`src/rtl/bus_codes_pkg.sv`:
```
// Bus code map, transfer FSM states and code legality helpers for the shared 32-bit bus.
// Optional macro BUS_SETTLE_EN adds the SETTLE state encoding.
package bus_codes_pkg;

    localparam int CODE_W     = 5;
    localparam int CODE_SPACE = 32;

    localparam logic [4:0] CODE_R0      = 5'd0;
    localparam logic [4:0] CODE_R1      = 5'd1;
    localparam logic [4:0] CODE_R2      = 5'd2;
    localparam logic [4:0] CODE_R3      = 5'd3;
    localparam logic [4:0] CODE_R4      = 5'd4;
    localparam logic [4:0] CODE_R5      = 5'd5;
    localparam logic [4:0] CODE_R6      = 5'd6;
    localparam logic [4:0] CODE_R7      = 5'd7;
    localparam logic [4:0] CODE_R8      = 5'd8;
    localparam logic [4:0] CODE_R9      = 5'd9;
    localparam logic [4:0] CODE_R10     = 5'd10;
    localparam logic [4:0] CODE_R11     = 5'd11;
    localparam logic [4:0] CODE_R12     = 5'd12;
    localparam logic [4:0] CODE_R13     = 5'd13;
    localparam logic [4:0] CODE_R14     = 5'd14;
    localparam logic [4:0] CODE_R15     = 5'd15;
    localparam logic [4:0] CODE_HI      = 5'd16;
    localparam logic [4:0] CODE_LO      = 5'd17;
    localparam logic [4:0] CODE_ZHIGH   = 5'd18;
    localparam logic [4:0] CODE_ZLOW    = 5'd19;
    localparam logic [4:0] CODE_PC      = 5'd20;
    localparam logic [4:0] CODE_MDR     = 5'd21;
    localparam logic [4:0] CODE_IN_PORT = 5'd22;
    localparam logic [4:0] CODE_C       = 5'd23;
    localparam logic [4:0] CODE_MAR     = 5'd24;

    typedef enum logic [2:0] {
        IDLE   = 3'd0,
        DRIVE  = 3'd1,
`ifdef BUS_SETTLE_EN
        SETTLE = 3'd2,
`endif
        LATCH  = 3'd3,
        ERR    = 3'd4
    } xfer_state_t;

    // Everything up to C may drive; MAR and unassigned codes never do.
    function automatic logic src_legal(input logic [4:0] code);
        return (code <= CODE_C);
    endfunction

    // Z is ALU-loaded, C is constant and In_Port is external, so none accept the bus.
    function automatic logic dst_legal(input logic [4:0] code);
        return (code <= CODE_LO) || (code == CODE_PC) ||
               (code == CODE_MDR) || (code == CODE_MAR);
    endfunction

endpackage

```
`src/rtl/onehot_decoder_5to32.sv`:
```
// 5-bit code to 32-bit one-hot decoder; all zeros while en is low.
module onehot_decoder_5to32
    import bus_codes_pkg::*;
(
    input  logic                  en,
    input  logic [CODE_W-1:0]     code,
    output logic [CODE_SPACE-1:0] onehot
);

    always_comb begin
        onehot = '0;
        if (en) begin
            onehot[code] = 1'b1;
        end
    end

endmodule

```
`src/rtl/bus_transfer_decoder.sv`:
```
// Sequenced bus-transfer controller: decodes captured source/destination codes into
// one-hot out/in enables over DRIVE(/SETTLE)/LATCH. Optional macro: BUS_SETTLE_EN.
module bus_transfer_decoder
    import bus_codes_pkg::*;
#(
    parameter int NUM_CODES = 32
) (
    input  logic                 clk,
    input  logic                 clr_n,
    input  logic                 req_valid,
    output logic                 req_ready,
    input  logic [4:0]           src_code,
    input  logic [4:0]           dst_code,
    output logic [NUM_CODES-1:0] out_en,
    output logic [NUM_CODES-1:0] in_en,
    output logic                 busy,
    output logic                 done,
    output logic                 err,
    output xfer_state_t          dbg_state_o
);

    // Handshake: a request is taken on any rising edge where req_valid && req_ready;
    // req_ready is high only in IDLE, so the requester holds req_valid until then.
    xfer_state_t state_q;
    logic [4:0]  src_q;
    logic [4:0]  dst_q;
    logic        src_drive;
    logic        dst_latch;

    always_ff @(posedge clk or negedge clr_n) begin
        if (!clr_n) begin
            state_q <= IDLE;
            src_q   <= '0;
            dst_q   <= '0;
        end else begin
            case (state_q)
                IDLE: begin
                    if (req_valid) begin
                        src_q   <= src_code;
                        dst_q   <= dst_code;
                        state_q <= (src_legal(src_code) && dst_legal(dst_code)) ? DRIVE : ERR;
                    end
                end
`ifdef BUS_SETTLE_EN
                DRIVE:   state_q <= SETTLE;
                SETTLE:  state_q <= LATCH;
`else
                DRIVE:   state_q <= LATCH;
`endif
                LATCH:   state_q <= IDLE;
                ERR:     state_q <= IDLE;
                default: state_q <= IDLE;
            endcase
        end
    end

    // Enables are decoded only from registered state and codes, so reset clears them at once.
`ifdef BUS_SETTLE_EN
    assign src_drive = (state_q == DRIVE) || (state_q == SETTLE) || (state_q == LATCH);
`else
    assign src_drive = (state_q == DRIVE) || (state_q == LATCH);
`endif
    assign dst_latch = (state_q == LATCH);

    onehot_decoder_5to32 u_src_dec (
        .en     (src_drive),
        .code   (src_q),
        .onehot (out_en)
    );

    onehot_decoder_5to32 u_dst_dec (
        .en     (dst_latch),
        .code   (dst_q),
        .onehot (in_en)
    );

    assign req_ready   = (state_q == IDLE);
    assign busy        = (state_q != IDLE);
    assign done        = (state_q == LATCH);
    assign err         = (state_q == ERR);
    assign dbg_state_o = state_q;

endmodule

```
`config.mk`:
```
export PLATFORM = sky130hd
export DESIGN_NAME = bus_transfer_decoder
export DESIGN_NICKNAME = d
export VERILOG_FILES = /design/src/rtl/bus_codes_pkg.sv /design/src/rtl/onehot_decoder_5to32.sv /design/src/rtl/bus_transfer_decoder.sv
export SDC_FILE = /design/constraint.sdc
export NUM_CORES = 1
export LEC_CHECK = 0
export ABC_AREA = 1
export BUFFER_PORTS_ARGS = -buffer_cell sky130_fd_sc_hd__buf_2
export CAP_MARGIN = 20
export CORE_UTILIZATION = 40
export DETAILED_ROUTE_END_ITERATION = 12
export GPL_TIMING_DRIVEN = 0
export PLACE_DENSITY = 0.84
export RECOVER_POWER = 100
export SLEW_MARGIN = 25
export SYNTH_ARGS = -nofsm -noshare
export SYNTH_HDL_FRONTEND = slang
export SYNTH_HIERARCHICAL = 1
export SYNTH_SLANG_ARGS = --single-unit
```
`constraint.sdc`:
```
create_clock -name clk -period 2.13 [get_ports clk]
set_input_delay 0.5325 -clock clk [delete_from_list [all_inputs] [get_ports clk]]
set_output_delay 0.5325 -clock clk [all_outputs]
set_load 0.05 [all_outputs]
```
==> metrics.md, run 1 <==
| Metric | Value |
|---|---|
| Top-level I/O count | `84` |
| Std cell rows | `17` |
| Status | `did not finish` |
| Yosys cell types | `16` |
| Total clock sinks | `13` |
| Placed Cells | `275` |
| Top-area cell type share of the netlist area | `0.335` |
| Die width | `between 50 and 60 microns` |
| Mean post-synth cell area | `between 5 and 6 sq um` |
| Post-synth top area cell | `dfrtp_1` |
| Hold_buf cts | `0` |
| Post-DP HPWL | `2.79 mm` |
| H-tree depth | `1` |
| Run Error | `[ERROR DPL-0038] Utilization greater than 100%, impossible to legalize` |
| Port Buf Inserts | `83` |
| CTS-repair resized insts | `81` |
| Failed at | `4_1_cts` |
| Yosys reg bits | `13` |
| CTS Root Cell | `clkbuf_4` |
| Die Y | `about 50 microns` |
| YS warnings | `6` |
| Initial Util | `0.430` |
| CTS Buf Count | `3` |
| GP Congestion | `0.742` |
| Post-CTS setup buffers | `8` |
| Post-synthesis sequential area ratio | `0.335` |
| Mapped Nets | `177` |
| Largest cells by area after synthesis | `dfrtp_1, nor2_1, nand3_1, nand2_1, inv_1` |
| Clock Tree Buf Depth | `2` |
| Post-synthesis cell count | `between 150 and 200` |
| Synth Cell Area | `970 sq um` |
==> synth_stat cells <==
library cell,count
a21oi_1,1
a21oi_2,1
buf_4,1
buf_6,1
clkbuf_1,1
dfrtp_1,13
inv_1,14
inv_2,1
nand2_1,27
nand2_2,1
nand3_1,30
nor2_1,68
nor3_1,1
nor3_4,1
nor3b_1,1
o21ai_1,2
==> cell families after synthesis <==
kind of cell | after synthesis | share of synthesized area
compound gates | 4 | 0.0245
buf+inv | 18 | 0.0813
flops | 13 | 0.335
simple gates | 129 | 0.559
==> metrics by stage <==
step | hold WS [ps] | setup slack, ps | area, sq um | util
2_1_floorplan | 237 | -468 | 1430 | -
3_3_place_gp | 425 | -86.1 | 1880 | 0.833
3_5_place_dp | 432 | -157 | 1880 | 0.833
==> run 2, diff against run 1 <==
Settings changed: CORE_AREA set to 2 2 63 65, CORE_UTILIZATION 40 to not set, DIE_AREA set to 0 0 65 67, PLACE_DENSITY 0.84 to not set, PLACE_DENSITY_LB_ADDON set to 0.15.
==> run 2 against run 1 <==
  * The flow now finishes, with violations (negative setup slack)
  * Synthesized cell count unchanged
  * Area after synthesis unchanged
==> metrics.md, run 2 <==
| Metric | Value |
|---|---|
| GR Util All Layers | `0.183` |
| Routing usage on met1 | `0.222` |
| Post-synthesis compound-gate area fraction | `0.0245 (unchanged)` |
| Avg WL per Cell | `13.4 microns` |
| H-tree depth | `1 (unchanged)` |
| DR vias | `1,470` |
| Max Slew Vio Count | `0` |
| Post-synthesis mux area share | `0 (unchanged)` |
| Die width | `65 microns (was 51.2 microns)` |
| Setup CP Type | `reg2out` |
| YS warnings | `6 (unchanged)` |
| Violated checks | `negative setup slack` |
| Endpoints failing hold | `0` |
| Residual DRC | `0` |
| Final wirelength | `4.17 mm` |
| Clk slew on worst S/H paths | `~60 ps` |
| GRT met2 Usage | `0.334` |
| Main synth FF type | `dfrtp_1 (unchanged)` |
| Startpoint Class | `flip-flop` |
| Slew headroom | `0.532` |
| Via/cell ratio | `4.71` |
| Post-synth top area cell | `dfrtp_1 (unchanged)` |
| Met3 Use GR | `0.0186` |
| Most frequent cells in the layout | `nor2_4, buf_6, buf_2` |
| Max IR drop VDD | `0.000953 V` |
| Post-DP HPWL | `2.72 mm (was 2.79 mm)` |
| Simple-gate portion of the synthesized area | `0.559 (unchanged)` |
| Clock Tree Buf Depth | `2 (unchanged)` |
| Global route hottest layer | `met2` |
| Most common cell after layout, fill and taps aside | `nor2_4` |
| Leak | `between 1 and 1.5 nW` |
| Synth Cell Area | `970 sq um (unchanged)` |
| Initial Util | `0.269 (was 0.430)` |
| Final Hold Slack | `310 ps` |
| Setup violators final | `22` |
| Internal power | `0.000958 W` |
| Mean post-synth cell area | `5.91 sq um (unchanged)` |
| Largest family of logic cells by synthesized area | `simple AND/OR/NAND/NOR gates (unchanged)` |
| First-pass GRT wire length | `6.16 mm` |
| Required time worst endpoint | `around 1600 ps` |
| Area growth from synthesis to layout | `156%` |
| Status | `finished with violations (was did not finish)` |
| ANT cells | `0` |
| Top delay family on crit path | `simple AND/OR/NAND/NOR gates` |
| Vias in the first global route | `approximately 1,300` |
| Worst Reg2Reg Path Length in Cells | `6` |
| Top-area cell type share of the netlist area | `0.335 (unchanged)` |
| Synth async-reset ratio | `1.00 (unchanged)` |
| Worst-path cell chain | `nor3_4 -> buf_12 -> nand3_4 -> nor2_4 -> buf_8` |
| Top-level I/O count | `84 (unchanged)` |
| Post-synthesis sequential area ratio | `0.335 (unchanged)` |
| First DRT Iteration DRCs | `26` |
| Most common cell in the netlist | `nor2_1 (unchanged)` |
| XOR/XNOR Fraction of Synth Area | `0 (unchanged)` |
| Worst Path Buf+Inv | `2` |
| CP arrival | `1660 ps` |
| Worst slew pin tran | `between 700 and 800 ps` |
| Port Buf Inserts | `83 (unchanged)` |
| Clock power frac | `0.090` |
| Total clock sinks | `13 (unchanged)` |
| Initial antenna violation count | `0` |
| Clk Latency, worst-skew pair | `240 ps` |
| Max Freq | `457 MHz` |
| Largest net degree at the start of global routing | `14` |
| R2R Setup Slk | `approximately 900 ps` |
| Power Density | `986 mW/mm^2` |
| GP Congestion | `0.787 (was 0.742)` |
| CP endpoint kind | `output port` |
| Std cell rows | `22 (was 17)` |
| Fraction of layout cells with a size suffix above 1 | `0.655` |
| Yosys cell types | `16 (unchanged)` |
| Max-cap violations | `0` |
| Post-Synth Adder-Cell Area | `0 (unchanged)` |
| Worst r2r src | `dbg_state_o[0]` |
| Final net count | `278` |
| Setup crit start | `dbg_state_o[2]` |
| Util after Layout | `0.689` |
| Final Skew | `roughly 3.6 ps` |
| Die Y | `67 microns (was 51.2 microns)` |
| Top post-synthesis cells by count | `nor2_1, nand3_1, nand2_1, inv_1, dfrtp_1 (unchanged)` |
| Grt ovf | `0` |
| Post-synthesis cell count | `164 (unchanged)` |
| Flop pwr share | `0.228` |
| Setup slack after layout | `-58.3 ps` |
| CTS Buf Count | `3 (unchanged)` |
| Yosys reg bits | `13 (unchanged)` |
| Worst Path Max Fanout | `8` |
| Switching share of power | `0.609` |
| Fin crit period | `~2200 ps` |
| Final ANT Viol Nets | `0` |
| TritonCTS clock tree | `built` |
| Hold_buf cts | `0 (unchanged)` |
| DIE AREA | `0.00436 sq mm` |
| Unrepaired setup endpoints after global routing | `true` |
| Post-synth EDFFs | `0 (unchanged)` |
| Critical R2R Capture | `dst_q[0]` |
| Combinational fraction of design power | `0.682` |
| Worst min-delay path class | `in2async` |
| Core area | `~0.0036 sq mm` |
| Drt first pass iters | `4` |
| Psw | `0.00149 W` |
| CP peak stage delay | `440 ps` |
| CTS Root Cell | `clkbuf_8 (was clkbuf_4)` |
| Crit share post-route | `1.03` |
| Largest cells by area after synthesis | `dfrtp_1, nor2_1, nand3_1, nand2_1, inv_1 (unchanged)` |
| Slowest stage cell on the critical path | `dfrtp_2` |
| Mapped Nets | `177 (unchanged)` |
run 2: cell counts after synthesis:
No cell type changed its count.
run 2: area by class of cell:
class | count | area (sq um)
Inverter | 15 | 56.3
Timing Repair Buffer | 96 | 900
Sequential cell | 13 | 329
Tap cell | 48 | 60.1
Fill cell | 287 | 1120
Clock buffer | 4 | 45.0
Buffer | 3 | 22.5
Multi-Input combinational cell | 133 | 1070
run 2: timing repair:
action                                  in CTS  in global routing
buffers inserted                             9                  4
endpoints found under the setup margin      64                 56
endpoints found under the hold margin        0                  0
gates resized for setup                     77                 40
pin swaps                                    5                  5
run 2: logic make-up (layout without fill, tap and decap cells):
family / after synthesis / after routing
AO/OA/AOI/OAI: 4 / 4
AND/OR/NAND/NOR: 129 / 129
flip-flops: 13 / 13
buffers and inverters: 18 / 118
run 2: metal layers:
layer,up-vias,part of all wire
met5,-,0
met4,0,0.020
met3,8,0.040
met2,46,0.55
met1,694,0.39
li1,722,-
run 2: power groups by stage:
stage | sequential, W | clock [W] | combinational [W]
floorplan | 0.000605 | 0 | 0.00111
global placement | 0.000561 | 0 | 0.00141
detailed placement | 0.000568 | 0 | 0.00142
CTS | 0.000556 | 0.000225 | 0.00155
global route | 0.000578 | 0.000239 | 0.00178
finish | 0.000558 | 0.000221 | 0.00167
run 2: how the worst max path moves through the flow:
stage / end / slack (ps) / cells past startpoint
final: in_en[4] / -60 / 5
after global routing: in_en[4] / -120 / 5
after CTS: in_en[2] / 0.2 / 5
after detailed placement: out_en[6] / -160 / 4
after global placement: out_en[16] / -150 / 4
after floorplan: in_en[11] / -470 / 4
run 2: metrics by stage:
| stage | power, W | TNS [ps] | std cells | setup WS, ps | area [sq um] |
|---|---|---|---|---|---|
| floorplan | 0.00172 | -21250 | 164 | -468 | 1430 |
| global placement | 0.00197 | -3580 | 295 | -146 | 1900 |
| detailed placement | 0.00199 | -3660 | 295 | -159 | 1900 |
| CTS | 0.00233 | 0 | 308 | 0.177 | 2320 |
| global route | 0.00260 | -2880 | 312 | -125 | 2480 |
| finish | 0.00245 | -423 | 312 | -58.3 | 2480 |
Power figures use the tool's default switching activity.
